$ cat src/rtl/chip_spi_configurator.sv
// chip_spi_configurator: power-up SPI sequencer (CDCE62002 regs, PLL lock, AFE7225 table) plus user CDCE frames.
// Optional macro LOCK_TIMEOUT_EN: leave WAIT_LOCK after LOCK_TIMEOUT cycles even without lock.
module chip_spi_configurator #(
  parameter int SCLK_HALF = 4,
  parameter logic [31:0] CDCE_REG0 = 32'h8184_0320,
  parameter logic [31:0] CDCE_REG1 = 32'h8340_0141,
  parameter int AFE_WORDS = 43,
  parameter int LOCK_TIMEOUT = 1_000_000
) (
  input  logic        clk,
  input  logic        rst,
  output logic        o_tranciver_busy,
  input  logic [31:0] i_tranciver_din,
  input  logic        i_tranciver_din_rdy,
  output logic        o_afe7225_spi_clk,
  output logic        o_afe7225_spi_mosi,
  input  logic        i_afe7225_spi_miso,
  output logic        o_afe7225_spi_le,
  output logic        o_afe7225_pd,
  output logic        o_cdce62002_spi_clk,
  output logic        o_cdce62002_spi_mosi,
  input  logic        i_cdce62002_spi_miso,
  output logic        o_cdce62002_spi_le,
  output logic        o_cdce62002_pd_n,
  input  logic        i_cdce62002_pll_lock,
  output logic        o_clk_sel
);
  typedef enum logic [2:0] {CDCE_CFG, WAIT_LOCK, AFE_CFG, IDLE, USER} state_t;
  typedef enum logic [1:0] {P_GAP, P_LOW, P_HIGH, P_TAIL} phase_t;
  localparam int CW = $clog2(2 * SCLK_HALF);
  localparam logic [CW-1:0] HALF = CW'(SCLK_HALF - 1);
  localparam logic [CW-1:0] GAP = CW'(2 * SCLK_HALF - 1);
  state_t state;
  phase_t ph;
  logic [CW-1:0] cnt;
  logic [31:0] sr, ns, word, user;
  logic [5:0] bits;
  logic [7:0] idx;
  logic [1:0] lock_sync, sclk, mosi, le;
  logic bus, nbus, want, tail, last, lock_ok, unused;
  assign unused = i_afe7225_spi_miso ^ i_cdce62002_spi_miso;
`ifdef LOCK_TIMEOUT_EN
  localparam int TW = $clog2(LOCK_TIMEOUT + 1);
  logic [TW-1:0] tcnt;
  assign lock_ok = lock_sync[1] || tcnt == TW'(LOCK_TIMEOUT - 1);
  always_ff @(posedge clk or posedge rst) begin
    if (rst) tcnt <= '0;
    else tcnt <= (state == WAIT_LOCK) ? tcnt + 1'b1 : '0;
  end
`else
  assign lock_ok = lock_sync[1];
`endif
  // Bus 1 is the AFE (16-bit MSB first), bus 0 the CDCE (32-bit LSB first)
  assign nbus = state == AFE_CFG || state == WAIT_LOCK;
  assign want = state == CDCE_CFG || state == USER || state == AFE_CFG || (state == WAIT_LOCK && lock_ok);
  assign word = nbus ? {idx, (idx == 8'd0) ? 8'h80 : 8'h00, 16'h0000} :
                (state == USER) ? user : idx[0] ? CDCE_REG1 : CDCE_REG0;
  assign ns = bus ? {sr[30:0], 1'b0} : {1'b0, sr[31:1]};
  assign tail = ph == P_TAIL && cnt == '0;
  assign last = idx == 8'(AFE_WORDS - 1);
  assign {o_afe7225_spi_clk, o_cdce62002_spi_clk} = sclk;
  assign {o_afe7225_spi_mosi, o_cdce62002_spi_mosi} = mosi;
  assign {o_afe7225_spi_le, o_cdce62002_spi_le} = le;
  always_ff @(posedge clk or posedge rst) begin
    if (rst) begin
      state <= CDCE_CFG;
      ph <= P_GAP;
      cnt <= GAP;
      sr <= '0;
      user <= '0;
      bits <= '0;
      idx <= '0;
      bus <= 1'b0;
      lock_sync <= '0;
      sclk <= '0;
      mosi <= '0;
      le <= '1;
      o_tranciver_busy <= 1'b1;
      o_afe7225_pd <= 1'b1;
      o_cdce62002_pd_n <= 1'b0;
      o_clk_sel <= 1'b0;
    end else begin
      o_cdce62002_pd_n <= 1'b1;
      o_clk_sel <= 1'b1;
      lock_sync <= {lock_sync[0], i_cdce62002_pll_lock};
      if (cnt != '0) cnt <= cnt - 1'b1;
      else case (ph)
        P_GAP: if (want) begin
          bus <= nbus;
          sr <= word;
          bits <= nbus ? 6'd16 : 6'd32;
          mosi[nbus] <= nbus ? word[31] : word[0];
          le[nbus] <= 1'b0;
          ph <= P_LOW;
          cnt <= HALF;
        end
        P_LOW: begin
          sclk[bus] <= 1'b1;
          ph <= P_HIGH;
          cnt <= HALF;
        end
        P_HIGH: begin
          sclk[bus] <= 1'b0;
          cnt <= HALF;
          if (bits == 6'd1) begin
            mosi[bus] <= 1'b0;
            ph <= P_TAIL;
          end else begin
            sr <= ns;
            mosi[bus] <= bus ? ns[31] : ns[0];
            bits <= bits - 1'b1;
            ph <= P_LOW;
          end
        end
        default: begin
          le[bus] <= 1'b1;
          ph <= P_GAP;
          cnt <= GAP;
        end
      endcase
      case (state)
        CDCE_CFG: if (tail) begin
          idx <= idx[0] ? 8'd0 : 8'd1;
          if (idx[0]) state <= WAIT_LOCK;
        end
        WAIT_LOCK: if (lock_ok) begin
          o_afe7225_pd <= 1'b0;
          state <= AFE_CFG;
        end
        AFE_CFG: if (tail) begin
          idx <= last ? 8'd0 : idx + 1'b1;
          if (last) state <= IDLE;
        end
        USER: if (tail) state <= IDLE;
        default: if (o_tranciver_busy) o_tranciver_busy <= 1'b0;
          else if (i_tranciver_din_rdy) begin
            user <= i_tranciver_din;
            o_tranciver_busy <= 1'b1;
            state <= USER;
          end
      endcase
    end
  end
endmodule

$ cat config.mk
export PLATFORM = sky130hd
export DESIGN_NAME = chip_spi_configurator
export DESIGN_NICKNAME = d
export VERILOG_FILES = /design/src/rtl/chip_spi_configurator.sv
export SDC_FILE = /design/constraint.sdc
export NUM_CORES = 1
export LEC_CHECK = 0
export ABC_AREA = 1
export CORE_MARGIN = 2
export CORE_UTILIZATION = 31
export CTS_CLUSTER_DIAMETER = 30
export DETAILED_ROUTE_END_ITERATION = 10
export GPL_ROUTABILITY_DRIVEN = 0
export GPL_TIMING_DRIVEN = 0
export HOLD_SLACK_MARGIN = 0.05
export PLACE_DENSITY_LB_ADDON = 0.25
export SETUP_SLACK_MARGIN = 0.15
export SLEW_MARGIN = 20
export SYNTH_ARGS = -nofsm -noshare
export SYNTH_HDL_FRONTEND = slang
export SYNTH_SLANG_ARGS = --single-unit
$ cat constraint.sdc
create_clock -name clk -period 3.4 [get_ports clk]
set_input_delay 0.34 -clock clk [delete_from_list [all_inputs] [get_ports clk]]
set_output_delay 0.34 -clock clk [all_outputs]
set_load 0.02 [all_outputs]
After elaboration in Yosys (flattened, before gate mapping). Cells that the tools add are included.

Logic and storage cells: 128. Input bits: 38. Register bits after elaboration: 98. Output and inout bits: 10.

Equal/unequal tests: 18. Mux-type cells: 48. Bitwise logic cells: 11. Reductions and logical operators: 29. $add $sub $neg: 3. Magnitude comparators: 4.

Operators by type and width (count): $mux W32 (5); $pmux W32 S2 (1); $mux W8 (4); $mux W3 (10); $mux W26 (1); $mux W6 (3); $ne A2 B2 Y1 const B (8); $pmux W8 S2 (1); $reduce_and A3 Y1 (5); $pmux W2 S2 (3); $pmux W3 S4 (1); $pmux W6 S2 (1); $mux W2 (5); $add A8 B1 Y8 const B (1); $eq A8 B6 Y1 const B (1); $logic_not A8 Y1 (1); $reduce_and A8 Y1 (1); $mux W1 (7); $and A2 B2 Y2 (3); $eq A6 B1 Y1 const B (1); $logic_not A3 Y1 (2); $pmux W2 S3 (1); $pmux W3 S2 (1); $reduce_and A2 Y1 (3); other kinds (25) (43).

Depth between registers and ports, before layout. Gate-level depths: netlist of run 1.

Depth in word-level cells: 10. Mapped depth: 11. Gate-level depth less buffers: 10.

Worst setup path before layout of run 1. No wires, ideal clock.

Path kind: flip-flop to flip-flop. From: register ph[0]. To: register bits[5]. Library setup time: 0.116 ns. Data required time: 3.284 ns. Data arrival time: 1.555 ns. Buffers on the path: 2. Stages on the path, launching flop included: 10. Clock period less this slack: 1.672 ns. Path slack: 1.728 ns. Cells stage by stage: dfrtp_1 > inv_1 > ha_1 > inv_1 > a21oi_1 > nand3_4 > buf_6 > buf_6 > nand2_1 > nand2_1.

Cells in the longest elaborated chain, start to end: 3. Elaborated cells on any way between the ends: 7. Those cells by class: eq/ne (3); mux (1); reduce/logical (3).

RTL lines: from (decl) (line 34) `phase_t ph;`; from (signal assigned) (line 67) `ph <= P_GAP;`; from (signal assigned) (line 94) `ph <= P_LOW;`; from (signal assigned) (line 99) `ph <= P_HIGH;`; $eq A2 B2 Y1 / $logic_not A2 Y1 (equally long branches) (line 87) `else case (ph)`; $ne A2 B2 Y1 (no source line) / $reduce_bool A2 Y1 (equally long branches); $reduce_and A4 Y1 (no source line); to (signal assigned) (line 91) `bits <= nbus ? 6'd16 : 6'd32;`; to (signal assigned) (line 111) `bits <= bits - 1'b1;`; to (decl) (line 37) `logic [5:0] bits;`.

Parallel ways exist; a longest one is shown, timed or not. A chain may end at the register's enable or synchronous reset.

Worst setup path in the final report of run 1.
From: register ph[0]. To: register sr[4].

Cells in the longest elaborated chain, start to end: 3. Elaborated cells on any way between the ends: 7. Those cells by class: eq/ne (3); mux (1); reduce/logical (3).

RTL lines: $eq A2 B2 Y1 / $logic_not A2 Y1 (equally long branches) (line 87); $ne A2 B2 Y1 (no source line) / $reduce_bool A2 Y1 (equally long branches); $reduce_and A4 Y1 (no source line); to (signal assigned) (line 90) `sr <= word;`; to (signal assigned) (line 109) `sr <= ns;`; to (decl) (line 36) `logic [31:0] sr, ns, word, user;`.

Parallel ways exist; a longest one is shown, timed or not.

==> impl_metrics.json, run 1 <==
{
  "status": "completed",
  "finalSetupViolCount": 0,
  "hold_viol_final": 0,
  "max_freq_mhz": 469.5,
  "hold_buffers": 0,
  "ir_drop_mv": 0.2330,
  "wl_per_cell_microns": 13.69,
  "grt_usage": 0.1535,
  "timing.hold.ws_ns": 0.3478,
  "crit_path_max_fanout": 10,
  "drive_gt1_frac": 0.1091,
  "cts_sinks": 98,
  "clock-root-buffer": "clkbuf_16",
  "final-max-slew-violation-count": 0,
  "synth_cell_types": 35,
  "final_nets": 777,
  "worst_setup_path_start_kind": "flop",
  "dp_hpwl_mm": 9.444,
  "multi_input_area_sq_um": 2291,
  "ant_nets": 0,
  "grt_antenna_before_repair": 0,
  "crit_type": "reg2reg",
  "grt_pass1_vias": 4252,
  "grt_max_degree": 60,
  "cp_slowest_cell": "clkbuf_1",
  "synth_seq_cells": 98,
  "syn_area_per_cell_sq_um": 7.830,
  "ys_seq_area_frac": 0.4684,
  "fin_crit_ns": 2.130,
  "fill_cells": 1776,
  "placed_cells": 937,
  "post-route-cell-area_sq_um": 6331,
  "fin_skew_ns": 0.01039,
  "gr-total-overflow": 0,
  "p_total_w": 0.002369,
  "cts_tree": "done",
  "clk_pin_slew_ns": 0.07,
  "worst_slew_pin_slew_ns": 0.5564,
  "vias": 4381,
  "cp_data_arrival_time_ns": 2.40,
  "ios": 48,
  "post_cts_resized": 0,
  "cts_buffers": 9,
  "die_h_microns": 134.2,
  "fin_crit_sh": 0.6265,
  "fin_ws_ns": 1.270,
  "cp.required_ns": 3.67,
  "vias_per_cell": 4.597,
  "clock_path_buffers": 2,
  "dieWidth_microns": 134.2,
  "power.density_nw_per_um2": 374.1,
  "die-area_sq_um": 18010,
  "slowest_delay_ns": 0.48,
  "io_buffers": 45,
  "dr.pass1.iters": 5,
  "htree_levels": 3,
  "rsz0062_at_grt": "no",
  "initial_core_util": 0.3168,
  "syn_nets": 720,
  "hp-class": "reg2reg",
  "cp-end-kind": "flop",
  "fp-row-count": 47,
  "layout.cells.non_filler": 953,
  "crit_chain": "inv_1 > ha_1 > inv_1 > nor2_1 > clkbuf_1 > nand2_1 > o21ai_0 > a21oi_1 > o21ai_0",
  "areaGrowthSynthToFinish_pct": 20.50,
  "maxSlewHeadroom": 0.6290,
  "regArea_sq_um": 2461,
  "syn_area_sq_um": 5254,
  "drv_cap": 0,
  "num_antenna_cells": 0,
  "core-area_sq_um": 16580,
  "clock_latency_ns": 0.35,
  "p_leak_nw": 3.049,
  "yosys_warnings": 0,
  "grt_pass1_wl_mm": 21.93,
  "dpl_cell_area_sq_um": 6012,
  "drt_iter0_drc": 394,
  "drc_errors": 0,
  "synthCells": 671,
  "wl_mm": 13.05,
  "place_ws_ns": 1.279,
  "cts_setup_buffers": 0
}
where the power goes:
part	internal [W]	switching, W	total, W
Clock	0.000648	0.000471	0.00112
Sequential	0.00117	0.000000799	0.00117
Combinational	0.0000436	0.0000380	0.0000817
Total	0.00186	0.000509	0.00237
worst paths after layout:
| check | start | end | slack (ns) | depth (start not counted) |
|---|---|---|---|---|
| worst max-delay path | ph[0] | sr[4] | 1.27 | 9 |
| worst min-delay path | lock_sync[0] | lock_sync[1] | 0.35 | 0 |
| worst max register to register | ph[0] | sr[4] | 1.27 | 9 |
| worst min register to register | lock_sync[0] | lock_sync[1] | 0.35 | 0 |
| max in group asynchronous | rst | user[19] | 2.40 | 3 |
| min in group asynchronous | rst | lock_sync[1] | 0.36 | 2 |
through the flow:
| stage | TNS [ns] | utilization |
|---|---|---|
| global placement | -117.20 | 0.3606 |
| floorplan | 0 | - |
| global route | 0 | 0.3818 |
| finish | 0 | 0.3818 |
| CTS | 0 | 0.3818 |
| detailed placement | 0 | 0.3625 |
cell families after synthesis:
kind of cell             Yosys count  share of synthesized area
buffers and inverters            110                    0.09550
AND/OR/NAND/NOR                  324                     0.2677
other                              1                  0.0007138
flip-flops                        98                     0.4684
XOR/XNOR                           3                   0.005002
adder cells (fa/ha/maj)           11                    0.02620
AO/OA/AOI/OAI                    124                     0.1365
registers in the layout, summed over array words and instances (netlist names), named ones only:
| signal | cells |
|---|---|
| sr | 32 |
| user | 32 |
| idx | 8 |
| bits | 6 |
| cnt | 3 |
| state | 3 |
| le | 2 |
| lock_sync | 2 |
| mosi | 2 |
| ph | 2 |
| bus | 1 |
| o_afe7225_pd | 1 |
| o_clk_sel | 1 |
| o_tranciver_busy | 1 |
cell usage after synthesis:
master,count,area [sq um]
o21ai_0,36,180.2
inv_2,3,11.26
or2_2,3,18.77
inv_1,76,285.3
nand3_4,2,35.03
nand2_2,1,6.260
a21oi_1,24,120.1
a22oi_1,14,105.1
and2_1,1,6.260
a31oi_1,1,6.260
buf_4,4,30.03
nand2_1,214,803.3
and3_1,1,6.260
xnor2_1,1,8.760
nand4_1,10,62.56
nand3b_1,3,22.52
dfrtp_1,91,2277
buf_6,8,90.09
clkbuf_2,2,10.01
o22ai_1,7,43.79
dfstp_2,7,183.9
conb_1,1,3.750
nand3_1,49,245.2
clkbuf_1,8,30.03
nor2_1,25,93.84
nor2_2,7,43.79
o21ai_2,13,113.9
xor2_1,2,17.52
ha_1,11,137.6
buf_2,9,45.04
nand2_4,2,22.52
nand3_2,2,20.02
nor3_1,4,20.02
o21ai_1,28,140.1
o211ai_1,1,7.510
final cells by class:
class | instances | area share
buffer | 31 | 0.03241
clock buffer | 10 | 0.03617
clock inverter | 6 | 0.01423
inverter | 79 | 0.04763
multi-input combinational | 463 | 0.3619
sequential | 98 | 0.3887
tap | 220 | 0.04348
timing repair buffer | 46 | 0.07549
cell usage in the layout (no fill, tap or decap), drive strengths merged:
master,count
nand2,217
dfrtp,91
inv,80
o21ai,77
nand3,53
clkdlybuf4s50,45
nor2,32
a21oi,24
buf,22
clkbuf,20
a22oi,14
ha,11
nand4,10
o22ai,7
dfstp,7
nor3,4
or2,3
nand3b,3
xor2,2
bufinv,2
clkinv,2
and3,1
xnor2,1
a31oi,1
and2,1
o211ai,1
clkinvlp,1
conb,1
critical path, delay by kind of cell (launching register included):
family | cells | cell delay (ns)
simple gates | 2 | 0.36
flops | 1 | 0.42
compound gates | 3 | 0.33
buf+inv | 3 | 0.75
fa+ha+maj | 1 | 0.19
layer usage:
layer / part of all wire / GRT usage / wire, microns
met1: 0.52 / 0.2325 / 6727
met2: 0.43 / 0.2245 / 5632
met3: 0.035 / 0.01776 / 463
met4: 0.017 / 0.05614 / 227
met5: 0 / 0 / 0
No activity file was read; power rests on OpenSTA's default activity.
==> run 2, diff against run 1 <==
==> constraint.sdc (replaced) <==
create_clock -name clk -period 2 [get_ports clk]
set_input_delay 0.2 -clock clk [delete_from_list [all_inputs] [get_ports clk]]
set_output_delay 0.2 -clock clk [all_outputs]
set_load 0.02 [all_outputs]
==> impl_metrics.json, run 2 (synthesis results as in run 1) <==
{
  "clkPwrFrac": 0.448,
  "cts_tree": "done",
  "fin_crit_sh": 0.8727,
  "vias_per_cell": 4.599,
  "drc_errors": 0,
  "num_antenna_cells": 0,
  "combPwrFrac": 0.038,
  "grt_pass1_vias": 4214,
  "clock_latency_ns": 0.35,
  "cp.required_ns": 2.27,
  "drive_gt1_frac": 0.1369,
  "post-route-cell-area_sq_um": 6441,
  "crit_type": "reg2reg",
  "clk_pin_slew_ns": 0.06,
  "ir_drop_mv": 0.3659,
  "regArea_sq_um": 2462,
  "wl_per_cell_microns": 13.70,
  "placed_cells": 939,
  "initial_core_util": 0.3168,
  "die_h_microns": 134.2,
  "dpl_cell_area_sq_um": 6051,
  "hp-class": "in2async",
  "sw_frac_of_total": 0.2152,
  "core-area_sq_um": 16580,
  "place_ws_ns": -0.1076,
  "pwr-share-seq": 0.514,
  "grt_max_degree": 33,
  "fin_skew_ns": 0.006263,
  "layout.cells.non_filler": 958,
  "maxSlewHeadroom": 0.6082,
  "drt_iter0_drc": 308,
  "r2r_slack_ns": 0.25,
  "timing.hold.ws_ns": 0.2622,
  "hold_viol_final": 0,
  "grt_usage": 0.1540,
  "ff2ff_path_depth": 7,
  "max_freq_mhz": 572.9,
  "cts_sinks": 98,
  "cp-end-kind": "flop",
  "fp-row-count": 47,
  "grt_pass1_wl_mm": 21.93,
  "fill_cells": 1753,
  "areaGrowthSynthToFinish_pct": 22.60,
  "fin_crit_ns": 1.745,
  "final_nets": 782,
  "worstReg2RegStart": "state[0]",
  "final_common_cell": "nand2_1",
  "intPower_w": 0.003033,
  "worstReg2RegEnd": "sr[3]",
  "dr.pass1.iters": 8,
  "rsz0062_at_grt": "yes",
  "finalSetupViolCount": 0,
  "clock_path_buffers": 2,
  "cts_buffers": 9,
  "worst_slew_pin_slew_ns": 0.5865,
  "status": "completed",
  "cp_data_arrival_time_ns": 2.01,
  "grt_antenna_before_repair": 0,
  "ant_nets": 0,
  "final.setup.tns_ns": 0,
  "die-area_sq_um": 18010,
  "final-max-slew-violation-count": 0,
  "dieWidth_microns": 134.2,
  "crit_path_max_fanout": 10,
  "io_buffers": 45,
  "drv_cap": 0,
  "power.density_nw_per_um2": 600.0,
  "reg_top3": "sr (32), user (32), idx (8)",
  "fin_ws_ns": 0.2545,
  "multi_input_area_sq_um": 2344,
  "dp_hpwl_mm": 9.511,
  "ios": 48,
  "worst_setup_path_start_kind": "flop",
  "wl_mm": 13.13,
  "final_cell_mix": "nand2_1, dfrtp_1, inv_1",
  "clock-root-buffer": "clkbuf_16",
  "htree_levels": 3,
  "vias": 4406,
  "p_leak_nw": 3.068,
  "gr-total-overflow": 0,
  "switching_power_w": 0.0008317
}
==> run 2: cell types whose count changed in the layout (fill, tap and decap cells not counted), sizes merged <==
cell      before  now
inv           80   78
buf           22   29
clkbuf        20   19
clkinvlp       1    3
bufinv         2    1
==> run 2: stage by stage <==
step                        util  total power (W)
after detailed placement  0.3649         0.002176
after global placement    0.3608         0.002161
after CTS                 0.3838         0.003928
after floorplan                -         0.002072
after global routing      0.3884         0.004019
final                     0.3884         0.003865
==> run 2: power groups by stage <==
| stage | Clock [W] | Combinational (W) | Sequential [W] |
|---|---|---|---|
| after floorplan | 0 | 0.0000467 | 0.00203 |
| after global placement | 0 | 0.000137 | 0.00202 |
| after detailed placement | 0 | 0.000153 | 0.00202 |
| after CTS | 0.00179 | 0.000153 | 0.00199 |
| after global routing | 0.00187 | 0.000167 | 0.00199 |
| final | 0.00173 | 0.000147 | 0.00199 |
==> run 2: worst max-delay path, stage by stage, from the launching register on <==
cell and delay (ns):
dfrtp_1 0.49, nor2_4 0.22, buf_6 0.16, nand2_2 0.14, nor2_2 0.17, buf_4 0.21
a21oi_1 0.08, o21ai_0 0.17
==> run 2: layout make-up <==
cell class | instances | share of cell area
Clock inverter | 5 | 0.008547
Multi-Input combinational cell | 463 | 0.3638
Sequential cell | 98 | 0.3823
Timing Repair Buffer | 51 | 0.08392
Inverter | 79 | 0.04701
Buffer | 31 | 0.03555
Tap cell | 220 | 0.04274
Clock buffer | 11 | 0.03613
==> run 2: worst max-delay path by stage <==
stage	to	slack [ns]	cells after the start	start
5_1_grt	bits[1]	0.11	7	ph[0]
2_1_floorplan	bits[5]	0.33	9	ph[0]
3_3_place_gp	o_clk_sel	-0.51	2	rst
4_1_cts	sr[10]	0.15	10	ph[0]
3_5_place_dp	sr[16]	-0.11	9	ph[0]
6_report	sr[3]	0.25	7	state[0]
==> run 2: per-layer routing <==
metal  vias to the layer above  routed length [microns]  GRT usage
li1                       2290                        -          -
met1                      2026                     6787     0.2294
met2                        77                     5732     0.2253
met3                        13                      364    0.01890
met4                         0                      244    0.06433
met5                         -                        0          0
==> run 2: what timing repair did <==
action / 4_1_cts / 5_1_grt
gates resized for setup: 10 / 23
pin swaps: 1 / 2
hold buffers: 0 / 0
buffers inserted: 1 / 2
setup endpoints to repair: 43 / 56
